**src/rtl/ahb_pkg.sv**
```systemverilog
// ============================================================================
//  ahb_pkg
//  Shared AHB-Lite encodings and the error-slave FSM state type.
//  Revision: 1.0
// ============================================================================
`default_nettype none

package ahb_pkg;

  localparam logic [1:0] c_htrans_idle   = 2'b00;
  localparam logic [1:0] c_htrans_busy   = 2'b01;
  localparam logic [1:0] c_htrans_nonseq = 2'b10;
  localparam logic [1:0] c_htrans_seq    = 2'b11;

  localparam logic c_hresp_okay  = 1'b0;
  localparam logic c_hresp_error = 1'b1;

  typedef enum logic [1:0] {
    ST_IDLE = 2'd0,
    ST_WAIT = 2'd1,
    ST_ERR1 = 2'd2,
    ST_ERR2 = 2'd3
  } state_e;

  // NONSEQ and SEQ both have HTRANS[1] set
  function automatic logic htrans_active(input logic [1:0] htrans);
    return htrans[1];
  endfunction

endpackage

`default_nettype wire

```
**src/rtl/ahb_err_logger.sv**
```systemverilog
// ============================================================================
//  ahb_err_logger
//  Records the first erroring transfer and counts ERROR responses (saturating).
//  Revision: 1.0
// ============================================================================
`default_nettype none

module ahb_err_logger #(
  parameter int ADDR_W = 32,
  parameter int CNT_W  = 16
) (
  input  logic              clk_i,
  input  logic              rst_ni,
  input  logic              clr_i,
  input  logic              entry_i,
  input  logic              write_i,
  input  logic [ADDR_W-1:0] addr_i,
  output logic              valid_o,
  output logic              write_o,
  output logic [ADDR_W-1:0] addr_o,
  output logic [CNT_W-1:0]  count_o
);

  logic              valid_q;
  logic              write_q;
  logic [ADDR_W-1:0] addr_q;
  logic [CNT_W-1:0]  count_q;

  // Clear wins over a coincident error, which is then simply lost
  always_ff @(posedge clk_i or negedge rst_ni) begin
    if (!rst_ni) begin
      valid_q <= 1'b0;
      write_q <= 1'b0;
      addr_q  <= '0;
      count_q <= '0;
    end else if (clr_i) begin
      valid_q <= 1'b0;
      count_q <= '0;
    end else if (entry_i) begin
      if (!valid_q) begin
        valid_q <= 1'b1;
        write_q <= write_i;
        addr_q  <= addr_i;
      end
      if (count_q != {CNT_W{1'b1}}) begin
        count_q <= count_q + CNT_W'(1);
      end
    end
  end

  assign valid_o = valid_q;
  assign write_o = write_q;
  assign addr_o  = addr_q;
  assign count_o = count_q;

endmodule

`default_nettype wire

```
**src/rtl/ahb_error_slave.sv**
```systemverilog
// ============================================================================
//  ahb_error_slave
//  AHB-Lite default slave: answers every active transfer with a two-cycle
//  ERROR response after optional wait states. Optional logging is compiled
//  in with the macro DEFSLV_ERR_LOG_EN.
//  Revision: 1.0
// ============================================================================
`default_nettype none

module ahb_error_slave
  import ahb_pkg::*;
#(
  parameter int                DATA_W      = 32,
  parameter int                ADDR_W      = 32,
  parameter int                WAIT_STATES = 0,
  parameter logic [DATA_W-1:0] ERR_DATA    = '1,
  parameter int                CNT_W       = 16
) (
  input  logic              HMASTCLOCK,
  input  logic              resetn,
  input  logic              HSEL,
  input  logic              HREADY,
  input  logic              HWRITE,
  input  logic [1:0]        HTRANS,
  input  logic [2:0]        HSIZE,
  input  logic [2:0]        HBURST,
  input  logic [3:0]        HPROT,
  input  logic [ADDR_W-1:0] HADDR,
  input  logic [DATA_W-1:0] HWDATA,
  output logic [DATA_W-1:0] HRDATA,
  output logic              HREADYOUT,
  output logic              HRESP
`ifdef DEFSLV_ERR_LOG_EN
  ,
  input  logic              err_clr,
  output logic              err_valid,
  output logic              err_write,
  output logic [ADDR_W-1:0] err_addr,
  output logic [CNT_W-1:0]  err_count
`endif
);

  localparam int             CW   = (WAIT_STATES > 0) ? $clog2(WAIT_STATES + 1) : 1;
  localparam logic [CW-1:0]  WS_C = CW'(WAIT_STATES);

  state_e            state_q;
  logic [CW-1:0]     cnt_q;
  logic              write_q;
  logic              hreadyout_q;
  logic              hresp_q;
  logic [DATA_W-1:0] hrdata_q;
  logic              w_sample;

  assign w_sample = HSEL & HREADY & htrans_active(HTRANS);

  // Outputs are registered from the next state so each state's response
  // appears in the cycle the state is occupied.
  always_ff @(posedge HMASTCLOCK or negedge resetn) begin
    if (!resetn) begin
      state_q     <= ST_IDLE;
      cnt_q       <= '0;
      write_q     <= 1'b0;
      hreadyout_q <= 1'b1;
      hresp_q     <= c_hresp_okay;
      hrdata_q    <= '0;
    end else begin
      case (state_q)
        ST_IDLE, ST_ERR2: begin
          hrdata_q <= '0;
          if (w_sample) begin
            write_q     <= HWRITE;
            hreadyout_q <= 1'b0;
            if (WAIT_STATES > 0) begin
              state_q <= ST_WAIT;
              cnt_q   <= CW'(1);
              hresp_q <= c_hresp_okay;
            end else begin
              state_q <= ST_ERR1;
              hresp_q <= c_hresp_error;
            end
          end else begin
            state_q     <= ST_IDLE;
            hreadyout_q <= 1'b1;
            hresp_q     <= c_hresp_okay;
          end
        end
        ST_WAIT: begin
          if (cnt_q == WS_C) begin
            state_q <= ST_ERR1;
            cnt_q   <= '0;
            hresp_q <= c_hresp_error;
          end else begin
            cnt_q <= cnt_q + CW'(1);
          end
        end
        ST_ERR1: begin
          state_q     <= ST_ERR2;
          hreadyout_q <= 1'b1;
          hresp_q     <= c_hresp_error;
          hrdata_q    <= write_q ? '0 : ERR_DATA;
        end
        default: begin
          state_q     <= ST_IDLE;
          hreadyout_q <= 1'b1;
          hresp_q     <= c_hresp_okay;
          hrdata_q    <= '0;
        end
      endcase
    end
  end

  assign HREADYOUT = hreadyout_q;
  assign HRESP     = hresp_q;
  assign HRDATA    = hrdata_q;

`ifdef DEFSLV_ERR_LOG_EN
  logic [ADDR_W-1:0] addr_q;
  logic              w_err1_entry;
  logic              w_log_write;
  logic [ADDR_W-1:0] w_log_addr;

  always_ff @(posedge HMASTCLOCK or negedge resetn) begin
    if (!resetn) begin
      addr_q <= '0;
    end else if ((state_q == ST_IDLE || state_q == ST_ERR2) && w_sample) begin
      addr_q <= HADDR;
    end
  end

  // Strobe on the edge that moves the FSM into ERR1; with no wait states the
  // transfer attributes are still on the bus, otherwise use the held copy.
  always_comb begin
    w_err1_entry = 1'b0;
    w_log_write  = write_q;
    w_log_addr   = addr_q;
    case (state_q)
      ST_IDLE, ST_ERR2: begin
        if (w_sample && (WAIT_STATES == 0)) begin
          w_err1_entry = 1'b1;
          w_log_write  = HWRITE;
          w_log_addr   = HADDR;
        end
      end
      ST_WAIT: w_err1_entry = (cnt_q == WS_C);
      default: w_err1_entry = 1'b0;
    endcase
  end

  ahb_err_logger #(
    .ADDR_W (ADDR_W),
    .CNT_W  (CNT_W)
  ) u_logger (
    .clk_i   (HMASTCLOCK),
    .rst_ni  (resetn),
    .clr_i   (err_clr),
    .entry_i (w_err1_entry),
    .write_i (w_log_write),
    .addr_i  (w_log_addr),
    .valid_o (err_valid),
    .write_o (err_write),
    .addr_o  (err_addr),
    .count_o (err_count)
  );
`endif

  logic w_unused;
  assign w_unused = ^{HTRANS[0], HSIZE, HBURST, HPROT, HWDATA, HADDR};

endmodule

`default_nettype wire

```
**config.mk**
```make
export PLATFORM = sky130hd
export DESIGN_NAME = ahb_error_slave
export DESIGN_NICKNAME = d
export VERILOG_FILES = /design/src/rtl/ahb_pkg.sv /design/src/rtl/ahb_err_logger.sv /design/src/rtl/ahb_error_slave.sv
export SDC_FILE = /design/constraint.sdc
export NUM_CORES = 1
export LEC_CHECK = 0
export CORE_ASPECT_RATIO = 0.5
export CORE_MARGIN = 5
export CORE_UTILIZATION = 14
export DETAILED_ROUTE_END_ITERATION = 6
export PLACE_DENSITY = 0.75
export SYNTH_ARGS = -nofsm -noshare
export SYNTH_HDL_FRONTEND = slang
export SYNTH_SLANG_ARGS = --single-unit
```
**constraint.sdc**
```tcl
create_clock -name HMASTCLOCK -period 1.6 [get_ports HMASTCLOCK]
set_clock_uncertainty 0.15 [all_clocks]
set_input_delay 0.48 -clock HMASTCLOCK [delete_from_list [all_inputs] [get_ports HMASTCLOCK]]
set_output_delay 0.48 -clock HMASTCLOCK [all_outputs]
set_load 0.01 [all_outputs]
```
==> impl_metrics.py, run 1 <==
metrics = {
    "synthesis": {
        "ys_seq_area_share_pct": 28.2,
        "synth-simple-area-share_pct": 6.98,
        "synth_fa_ha_area_share_pct": 5.59,
        "synth_mux_area_share_pct": 2.51,
        "syn-instance-count": 49,
        "synth_compound_area_share_pct": 3.07,
        "yosys_register_bits": 5,
        "yosys_warnings": 0,
        "netlist_area_sq_um": 448,
        "syn_nets": 132,
        "synth_top_family_by_area": "buffers and inverters",
        "ys_types": 12,
        "synth_xor_area_share_pct": 0,
        "avgSynthCellArea_sq_um": 9.14,
    },
    "clock_network": {
        "max-clock-path-buffers": 2,
        "htree_levels": 1,
        "path_clk_slew_ns": 0.04,
        "numCtsBuffers": 3,
        "cts-root-buf": "clkbuf_8",
        "clk_latency_ns": 0.22,
        "clkSinkCount": 5,
        "cts_setup_buffers": 0,
        "cts_tree": "built",
    },
    "worst_setup_path": {
        "setup.worst_path.end_class": "primary output",
        "path_cells": "buf_12 > clkbuf_2",
        "cp_data_arrival_time_ns": 0.93,
        "crit_required_ns": 0.97,
        "worstSetupStartpointType": "register",
        "criticalPathCategory": "register to primary output",
        "crit_path_top_delay_cell": "dfrtp_2",
        "slowest_delay_ns": 0.43,
        "crit_fanout": 18,
        "path_buf_inv": 2,
        "path_delay_family": "flip-flops",
    },
    "floorplanning": {
        "die_width_um": 90.0,
        "std_cell_rows": 14,
        "core_region_area_sq_um": 3030,
        "start_util_pct": 14.8,
        "dieArea_sq_um": 4500,
        "die_h_um": 50.0,
        "boundaryPins": 115,
    },
    "pwr": {
        "power_density_nw_per_um2": 2090,
        "vdd_ir_drop_max_mv": 0.337,
        "netSwitchingPower_mw": 0.506,
        "p_int_mw": 0.698,
        "switching_share_pct": 42.1,
        "clkPwrFrac_pct": 19.4,
        "power_frac_seq_pct": 18.5,
        "power_frac_comb_pct": 62.1,
        "p_leak_nw": 0.315,
    },
    "sta": {
        "max_slew_margin_pct": 84.8,
        "fin_crit_ns": 1.56,
        "finalCritPeriodShare_pct": 97.3,
        "max_freq_ghz": 0.642,
        "slew_viol_final": 0,
        "finalSetupViolCount": 0,
        "hold_viol": 0,
        "rsz0062_at_grt": "no",
        "tightest_slew_ns": 0.228,
        "fin_ws_ns": 0.0433,
    },
    "placed_design": {
        "dpl_cell_area_sq_um": 697,
        "pre_cts_ws_ns": -0.121,
        "gp_congestion": 0.687,
        "place.port_buffers": 39,
    },
    "detailed_routing": {
        "highest_layer": "met4",
        "wl_met1_um": 321,
        "wirelength_mm": 1.06,
        "vias": 314,
        "ant_nets": 0,
        "drc": 0,
        "routedWlPerCell_um": 10.3,
        "first_pass_iters": 4,
        "wl_met2_um": 624,
        "drt_iter0_drc": 8,
        "viasPerCell": 3.05,
        "route.met3.wl_um": 97,
    },
    "global_routing": {
        "first_global_vias": 323,
        "grt_antenna_before_repair": 0,
        "grt_first_pass_wirelength_mm": 1.61,
        "overflow": 0,
        "grt_max_degree": 19,
        "grtUsageTotal_pct": 4.60,
    },
    "layout": {
        "syn2layout_area_growth_pct": 28.5,
        "drive_gt1_share_pct": 63.5,
        "num_antenna_cells": 0,
        "final_area_sq_um": 576,
        "fillers": 338,
        "fin_nets": 147,
    },
    "run": {
        "drv_cap": 0,
    },
    "worst_hold_path": {
        "hold_path_class": "input pin to asynchronous set/reset pin",
    },
    "status": {
        "status": "complete, no violations",
    },
}
[layout make-up]
| type | instances | area (sq um) | area share, % |
|---|---|---|---|
| flip-flops and latches | 5 | 128 | 22.2 |
| well taps | 40 | 50.0 | 8.70 |
| clock buffers | 4 | 45.0 | 7.83 |
| inverters | 2 | 7.51 | 1.30 |
| repair buffers | 41 | 264 | 45.9 |
| multi-input cells | 11 | 81.3 | 14.1 |
[worst paths after layout]
check | to | start | slack, ns | cells after the start
setup / recovery | HRDATA[15] | HRDATA[30] | 0.04 | 2
hold / removal | HRESP | resetn | 0.33 | 1
setup reg to reg | write_q | HRESP | 0.18 | 4
hold reg to reg | write_q | write_q | 0.34 | 1
max in group asynchronous | HREADYOUT | resetn | 0.71 | 1
min in group HMASTCLOCK | write_q | write_q | 0.34 | 1
[stage by stage]
| stage | hold WS (ns) | power (mW) | instances | utilization [%] | TNS (ns) |
|---|---|---|---|---|---|
| floorplan | 0.0344 | 0.925 | 49 | - | 0 |
| global placement | 0.318 | 1.27 | 99 | 23.0 | -3.05 |
| detailed placement | 0.336 | 1.30 | 99 | 23.0 | -3.62 |
| CTS | 0.343 | 1.28 | 103 | 21.4 | -2.12 |
| global route | 0.365 | 1.30 | 103 | 19.0 | 0 |
| finish | 0.332 | 1.20 | 103 | 19.0 | 0 |
[layer usage]
metal | vias to the layer above | GRT usage (%)
met2 | 14 | 9.34
met4 | 0 | 3.71
met1 | 147 | 3.04
li1 | 151 | -
met5 | - | 0
met3 | 2 | 2.43
[layout by cell type (no fill, tap or decap)]
cell type | netlist | layout
dlygate4sd2_1 | 0 | 1
clkbuf_1 | 0 | 1
dfrtp_1 | 4 | 3
dfstp_2 | 1 | 1
o21ai_0 | 1 | 1
o31a_1 | 1 | 1
nand3_1 | 1 | 1
buf_12 | 0 | 2
nand4_1 | 1 | 1
inv_1 | 2 | 2
mux2_1 | 1 | 1
clkbuf_8 | 0 | 3
buf_2 | 0 | 15
nand2b_1 | 2 | 2
clkdlybuf4s50_1 | 0 | 5
dfrtp_2 | 0 | 1
clkbuf_2 | 0 | 18
nand2_1 | 2 | 2
ha_1 | 2 | 2
[registers in the layout, summed over array words and instances (netlist names)]
register	count
HRDATA	1
HREADYOUT	1
HRESP	1
state_q	1
write_q	1
[cell families after synthesis]
logic type / Yosys count
muxes: 1
AOI/OAI and AO/OA: 2
buffers and inverters: 33
DFF: 5
and+or+nand+nor: 6
adders and majority gates: 2
[synth_stat cells (all sizes together)]
master	instances	area share (%)
ha	2	5.6
dfstp	1	5.9
buf	31	52
o31a	1	2.0
dfrtp	4	22
nand3	1	1.1
nand4	1	1.4
mux2	1	2.5
o21ai	1	1.1
inv	2	1.7
nand2	2	1.7
nand2b	2	2.8
[power groups by stage]
stage	Combinational, mW	Clock (mW)	Sequential [mW]
2_1_floorplan	0.647	0	0.278
3_3_place_gp	1.05	0	0.223
3_5_place_dp	1.07	0	0.227
4_1_cts	0.813	0.237	0.225
5_1_grt	0.818	0.249	0.232
6_report	0.748	0.234	0.223
[timing repair]
item / CTS / global route
pin swaps: 0 / 0
setup endpoints to repair: 34 / 19
resized for setup: 78 / 37
hold buffers: 0 / 0
Power figures use the tool's default switching activity.
==> run 2: changes to the inputs <==
--- a/config.mk
+++ b/config.mk
@@ -8,8 +8,10 @@
 export CORE_ASPECT_RATIO = 0.5
 export CORE_MARGIN = 5
 export CORE_UTILIZATION = 14
+export CTS_CLUSTER_SIZE = 30
 export DETAILED_ROUTE_END_ITERATION = 6
 export PLACE_DENSITY = 0.75
+export SLEW_MARGIN = 40
 export SYNTH_ARGS = -nofsm -noshare
 export SYNTH_HDL_FRONTEND = slang
 export SYNTH_SLANG_ARGS = --single-unit
==> results of run 2 <==
Final layout, timing and power as in run 1 (identical DEF).
